### src/rtl/rf_wb_pkg.sv
// rf_wb_pkg: shared widths and write-back request type for the register-file write-back path.
package rf_wb_pkg;
   localparam int DATA_W = 32;
   localparam int ADDR_W = 5;
   localparam logic [ADDR_W-1:0] REG_ZERO = 5'd0;
   typedef struct packed {
      logic [ADDR_W-1:0] rd;
      logic [DATA_W-1:0] data;
   } wb_req_t;
endpackage

### src/rtl/rf_wb_arbiter_wb_fifo.sv
// wb_fifo: synchronous FIFO of write-back requests with async active-high reset.
module wb_fifo
   import rf_wb_pkg::*;
#(
   parameter int DEPTH = 4
) (
   input  logic                   clk,
   input  logic                   RST,
   input  logic                   push,
   input  logic                   pop,
   input  wb_req_t                din,
   output wb_req_t                dout,
   output logic                   full,
   output logic                   empty,
   output logic [$clog2(DEPTH):0] count
);
   localparam int PW = $clog2(DEPTH);
   wb_req_t mem [DEPTH];
   logic [PW-1:0] wp, rp;
   logic do_push, do_pop;
   assign full = count == (PW+1)'(DEPTH);
   assign empty = count == '0;
   assign do_push = push && !full;
   assign do_pop = pop && !empty;
   assign dout = mem[rp];
   always_ff @(posedge clk or posedge RST) begin
      if (RST) begin
         wp <= '0;
         rp <= '0;
         count <= '0;
      end else begin
         if (do_push) wp <= wp + 1'b1;
         if (do_pop) rp <= rp + 1'b1;
         count <= count + {PW'(0), do_push} - {PW'(0), do_pop};
      end
   end
   always_ff @(posedge clk) begin
      if (do_push) mem[wp] <= din;
   end
endmodule

### src/rtl/rf_wb_arbiter.sv
// rf_wb_arbiter: register-file write port arbiter (ALU over buffered loads) with load scoreboard.
// Optional WB_FWD_EN adds fwd_valid/fwd_rd/fwd_data showing next cycle's write.
module rf_wb_arbiter
   import rf_wb_pkg::*;
#(
   parameter int FIFO_DEPTH = 4
) (
   input  logic                        clk,
   input  logic                        RST,
   input  logic                        alu_valid,
   input  logic [ADDR_W-1:0]           alu_rd,
   input  logic [DATA_W-1:0]           alu_data,
   input  logic                        ld_issue,
   input  logic [ADDR_W-1:0]           ld_issue_rd,
   input  logic                        ld_valid,
   output logic                        ld_ready,
   input  logic [ADDR_W-1:0]           ld_rd,
   input  logic [DATA_W-1:0]           ld_data,
   output logic                        WE3,
   output logic [ADDR_W-1:0]           A3,
   output logic [DATA_W-1:0]           WD3,
   output logic [31:0]                 pending,
   output logic [$clog2(FIFO_DEPTH):0] fifo_count
`ifdef WB_FWD_EN
   ,
   output logic                        fwd_valid,
   output logic [ADDR_W-1:0]           fwd_rd,
   output logic [DATA_W-1:0]           fwd_data
`endif
);
   wb_req_t head, sel, wb_q;
   logic full, empty, alu_sel, fifo_sel, wr, push;
   logic [31:0] set_m, clr_m;
   wb_fifo #(.DEPTH(FIFO_DEPTH)) u_fifo (
      .clk(clk),
      .RST(RST),
      .push(push),
      .pop(fifo_sel),
      .din({ld_rd, ld_data}),
      .dout(head),
      .full(full),
      .empty(empty),
      .count(fifo_count)
   );
   assign ld_ready = !RST && !full;
   // Returns to x0 are accepted but never buffered.
   assign push = ld_valid && ld_ready && ld_rd != REG_ZERO;
   assign alu_sel = alu_valid && alu_rd != REG_ZERO;
   assign fifo_sel = !alu_sel && !empty;
   assign wr = alu_sel || fifo_sel;
   assign sel = alu_sel ? wb_req_t'({alu_rd, alu_data}) : head;
   assign set_m = (ld_issue && ld_issue_rd != REG_ZERO) ? 32'd1 << ld_issue_rd : '0;
   assign clr_m = fifo_sel ? 32'd1 << head.rd : '0;
   assign A3 = wb_q.rd;
   assign WD3 = wb_q.data;
   always_ff @(posedge clk or posedge RST) begin
      if (RST) begin
         WE3 <= 1'b0;
         wb_q <= '0;
         pending <= '0;
      end else begin
         WE3 <= wr;
         if (wr) wb_q <= sel;
         pending <= (pending & ~clr_m) | set_m;
      end
   end
`ifdef WB_FWD_EN
   assign fwd_valid = !RST && wr;
   assign fwd_rd = sel.rd;
   assign fwd_data = sel.data;
`endif
endmodule
### config.mk
export PLATFORM = sky130hd
export DESIGN_NAME = rf_wb_arbiter
export DESIGN_NICKNAME = d
export VERILOG_FILES = /design/src/rtl/rf_wb_pkg.sv /design/src/rtl/rf_wb_arbiter_wb_fifo.sv /design/src/rtl/rf_wb_arbiter.sv
export SDC_FILE = /design/constraint.sdc
export NUM_CORES = 1
export LEC_CHECK = 0
export CAP_MARGIN = 0
export CORE_ASPECT_RATIO = 0.5
export CORE_MARGIN = 1
export CORE_UTILIZATION = 50
export CTS_CLUSTER_DIAMETER = 150
export CTS_CLUSTER_SIZE = 25
export DETAILED_ROUTE_END_ITERATION = 10
export PLACE_DENSITY = 0.76
export SYNTH_ARGS = -nofsm -noshare
export SYNTH_HDL_FRONTEND = slang
export SYNTH_SLANG_ARGS = --single-unit
### constraint.sdc
create_clock -name clk -period 5.45 [get_ports clk]
set_clock_uncertainty 0.05 [all_clocks]
set_input_delay 0.545 -clock clk [delete_from_list [all_inputs] [get_ports clk]]
set_output_delay 0.545 -clock clk [all_outputs]
set_load 0.01 [all_outputs]
==> summary.json <==
{
  "die_width": {"value": 191, "unit": "um"},
  "fin_nets": {"value": 766},
  "number_of_design_rule_violations_left_after_detail_routing": {"value": 0},
  "synth_seq_cells": {"value": 225},
  "dp_worst_setup_slack": {"value": 2.48, "unit": "ns"},
  "synth.net_count": {"value": 621},
  "timing.setup.critical_path_class": {"value": "flip-flop to flip-flop"},
  "yosys.area.top_type": {"value": "edfxtp_1"},
  "finalWeightedCongestion": {"value": 0.817},
  "route.final.wire_length": {"value": 17600, "unit": "um"},
  "r2r.worst_path.cells": {"value": 10},
  "avgRoutedWirePerCell": {"value": 19.3, "unit": "um"},
  "clkSlewWorstSetupHoldPaths": {"value": 0.11, "unit": "ns"},
  "worst_r2r_endpoint": {"value": "u_fifo.count[2]"},
  "cap_violations": {"value": 0},
  "timing_max_transition_violations_final": {"value": 0},
  "ratio_of_total_power_to_cell_area": {"value": 472, "unit": "nW/um^2"},
  "global_route_wire_length_before_repair": {"value": 27100, "unit": "um"},
  "placeableCoreArea": {"value": 17400, "unit": "sq um"},
  "rows": {"value": 34},
  "number_of_iterations_in_the_first_detailed_routing_pass": {"value": 4},
  "critical_path_arrival": {"value": 3.26, "unit": "ns"},
  "io_pins": {"value": 158},
  "final_util": {"value": 63.4, "unit": "%"},
  "detail_route.vias_per_cell": {"value": 5.52},
  "area.growth.synth_to_final": {"value": 24.0, "unit": "%"},
  "post-layout-total-power": {"value": 0.00521, "unit": "W"},
  "gr-total-overflow": {"value": 0},
  "instances_no_fill": {"value": 915},
  "finalWorstSetupSlack": {"value": 2.50, "unit": "ns"},
  "initial_utilization": {"value": 51.1, "unit": "%"},
  "clock_sink_count": {"value": 225},
  "synth_seq_area_share": {"value": 71.6, "unit": "%"},
  "grt_start_max_net_pins": {"value": 74},
  "syn_avg_cell_area": {"value": 16.8, "unit": "sq um"},
  "post_syn_area": {"value": 8900, "unit": "sq um"},
  "critical-path-slowest-cell": {"value": "or3_2"},
  "max_clock_freq": {"value": 339, "unit": "MHz"},
  "setup_repair_after_global_routing_missed_its_margin": {"value": "no"},
  "synth.yosys.warnings": {"value": 0},
  "cts_inserted_buffers": {"value": 12},
  "die_height": {"value": 96.3, "unit": "um"},
  "synth_commonest_cells": {"value": "edfxtp_1, dfrtp_1, nor2_1"},
  "cp_launch_type": {"value": "flip-flop"},
  "setup_total_negative_slack": {"value": 0, "unit": "ns"},
  "result_of_the_run": {"value": "completed"},
  "grt_use_total": {"value": 19.7, "unit": "%"},
  "cts_repair_resize_count": {"value": 0},
  "worstMarginPinSlew": {"value": 0.998, "unit": "ns"},
  "port_buffers": {"value": 157},
  "number_of_antenna_violations_at_the_first_check_in_global_routing": {"value": 0},
  "hold_viol": {"value": 0},
  "synth_edf_count": {"value": 148},
  "asyncSetResetFlopFracSynth": {"value": 34.2, "unit": "%"},
  "endpoint_kind": {"value": "flip-flop"},
  "total_leakage_power": {"value": 4.02, "unit": "nW"},
  "vdd_drop_max": {"value": 235, "unit": "uV"},
  "yosysMostFrequentCell": {"value": "edfxtp_1"},
  "clock_latency": {"value": 0.47, "unit": "ns"},
  "drive_above_1_share": {"value": 9.99, "unit": "%"},
  "detailedRoute.firstIterationViolations": {"value": 257},
  "cts_setup_buffers": {"value": 0},
  "die_area": {"value": 18400, "unit": "sq um"},
  "max_clock_buf_depth": {"value": 3},
  "syn-instance-count": {"value": 530},
  "primary_flip_flop_cell_chosen_by_synthesis_mapping": {"value": "edfxtp_1"},
  "htreeDepth": {"value": 1},
  "period_share": {"value": 54.2, "unit": "%"},
  "final.min_clock_period": {"value": 2.95, "unit": "ns"},
  "postRouteAntennaNets": {"value": 0},
  "netlist_top_cells_area": {"value": "edfxtp_1, dfrtp_1, mux4_2"},
  "slew-limit-headroom": {"value": 33.4, "unit": "%"},
  "clk_root_buffer_cell": {"value": "clkbuf_16"},
  "antenna_cells": {"value": 0},
  "synth_top_area_share": {"value": 50.0, "unit": "%"},
  "ordered_cell_list_for_the_critical_path": {"value": "or3_2 > buf_4 > and3_1 > ha_1 > inv_1 > ha_1 > inv_1 > fa_1 > xnor2_1 > xnor2_1"},
  "hold_class": {"value": "input port to async pin"},
  "crit_fanout": {"value": 39},
  "cts_hold_buf": {"value": 0},
  "hpwl": {"value": 11300, "unit": "um"},
  "clock_tree_from_tritoncts": {"value": "done"},
  "ys_types": {"value": 38},
  "vias_in_the_first_global_route": {"value": 4962},
  "regToRegStartpoint": {"value": "u_fifo.count[1]"},
  "worst_path_required_time": {"value": 5.76, "unit": "ns"},
  "final-setup-viol-count": {"value": 0},
  "regToRegSetupSlack": {"value": 2.50, "unit": "ns"},
  "nFillCells": {"value": 1266},
  "dp_cells": {"value": 895},
  "cpPeakStageDelay": {"value": 0.49, "unit": "ns"},
  "dr_total_vias": {"value": 5047}
}
==> cells in the final DEF, fill, tap and decap left out, types with 5 or more instances in the layout <==
cell type and count:
edfxtp_1 148, nand2_1 11, o31ai_1 38, inv_1 7, dfrtp_1 75, a21oi_1 36
clkbuf_16 13, ha_1 6, nor2_1 39, clkdlybuf4s50_1 157, mux2i_1 35, nand2b_1 5
o21ai_0 20, clkbuf_1 7, mux4_2 36
==> worst max-delay path, delay by kind of cell (launching register included) <==
kind / cells / cell delay [ns]
buffers and inverters: 3 / 0.46
and+or+nand+nor: 2 / 0.79
DFF: 1 / 0.47
adders and majority gates: 3 / 0.81
xor gates and xnor gates: 2 / 0.27
==> final cells by class <==
| type | count | area, sq um | area share [%] |
|---|---|---|---|
| clock buffer | 20 | 352 | 3.19 |
| inverter | 8 | 31.3 | 0.283 |
| tap | 234 | 293 | 2.65 |
| sequential | 225 | 6370 | 57.8 |
| multi-input combinational | 267 | 2380 | 21.6 |
| timing repair buffer | 161 | 1600 | 14.5 |
==> worst max-delay path by stage <==
stage	start	endpoint	slack [ns]	cells past startpoint
after floorplan	u_fifo.count[1]	u_fifo.count[2]	2.87	10
after global placement	alu_valid	u_fifo.count[2]	2.53	10
after detailed placement	alu_valid	u_fifo.count[2]	2.48	10
after CTS	u_fifo.count[1]	u_fifo.count[2]	2.47	10
after global routing	u_fifo.count[1]	u_fifo.count[2]	2.36	10
final	u_fifo.count[1]	u_fifo.count[2]	2.50	10
==> cell families after synthesis <==
group | count (synthesis) | share of synthesized area, %
muxes | 75 | 13.7
DFF | 225 | 71.6
and+or+nand+nor | 77 | 4.04
AOI/OAI and AO/OA | 103 | 7.31
buffers and inverters | 38 | 1.76
xor gates and xnor gates | 5 | 0.492
adders and majority gates | 7 | 1.07
==> layer usage <==
layer | vias up | wire, um | part of all wire (%) | GRT usage [%]
met5 | - | 0 | 0 | 0
met4 | 0 | 239 | 1.4 | 3.87
met3 | 18 | 796 | 4.5 | 3.35
met2 | 132 | 8500 | 48 | 33.3
met1 | 2548 | 8100 | 46 | 27.3
li1 | 2349 | - | - | -
==> state kept, by name, indices dropped and copies added (netlist names) <==
signal	flops
u_fifo.rp	2
pending	32
u_fifo.count	3
A3	5
u_fifo.wp	2
u_fifo.mem	148
WD3	32
WE3	1
==> where the power goes <==
group          internal (W)  switching, W
clock network      0.000447      0.000507
logic              0.000983      0.000796
registers           0.00219      0.000286
total               0.00362       0.00159
==> metrics by stage <==
step | hold WS (ns) | instance area (sq um)
CTS | 0.475 | 11000
floorplan | 0.483 | 8900
global placement | 0.437 | 10700
detailed placement | 0.452 | 10700
global route | 0.493 | 11000
finish | 0.456 | 11000
Power figures use the tool's default switching activity.
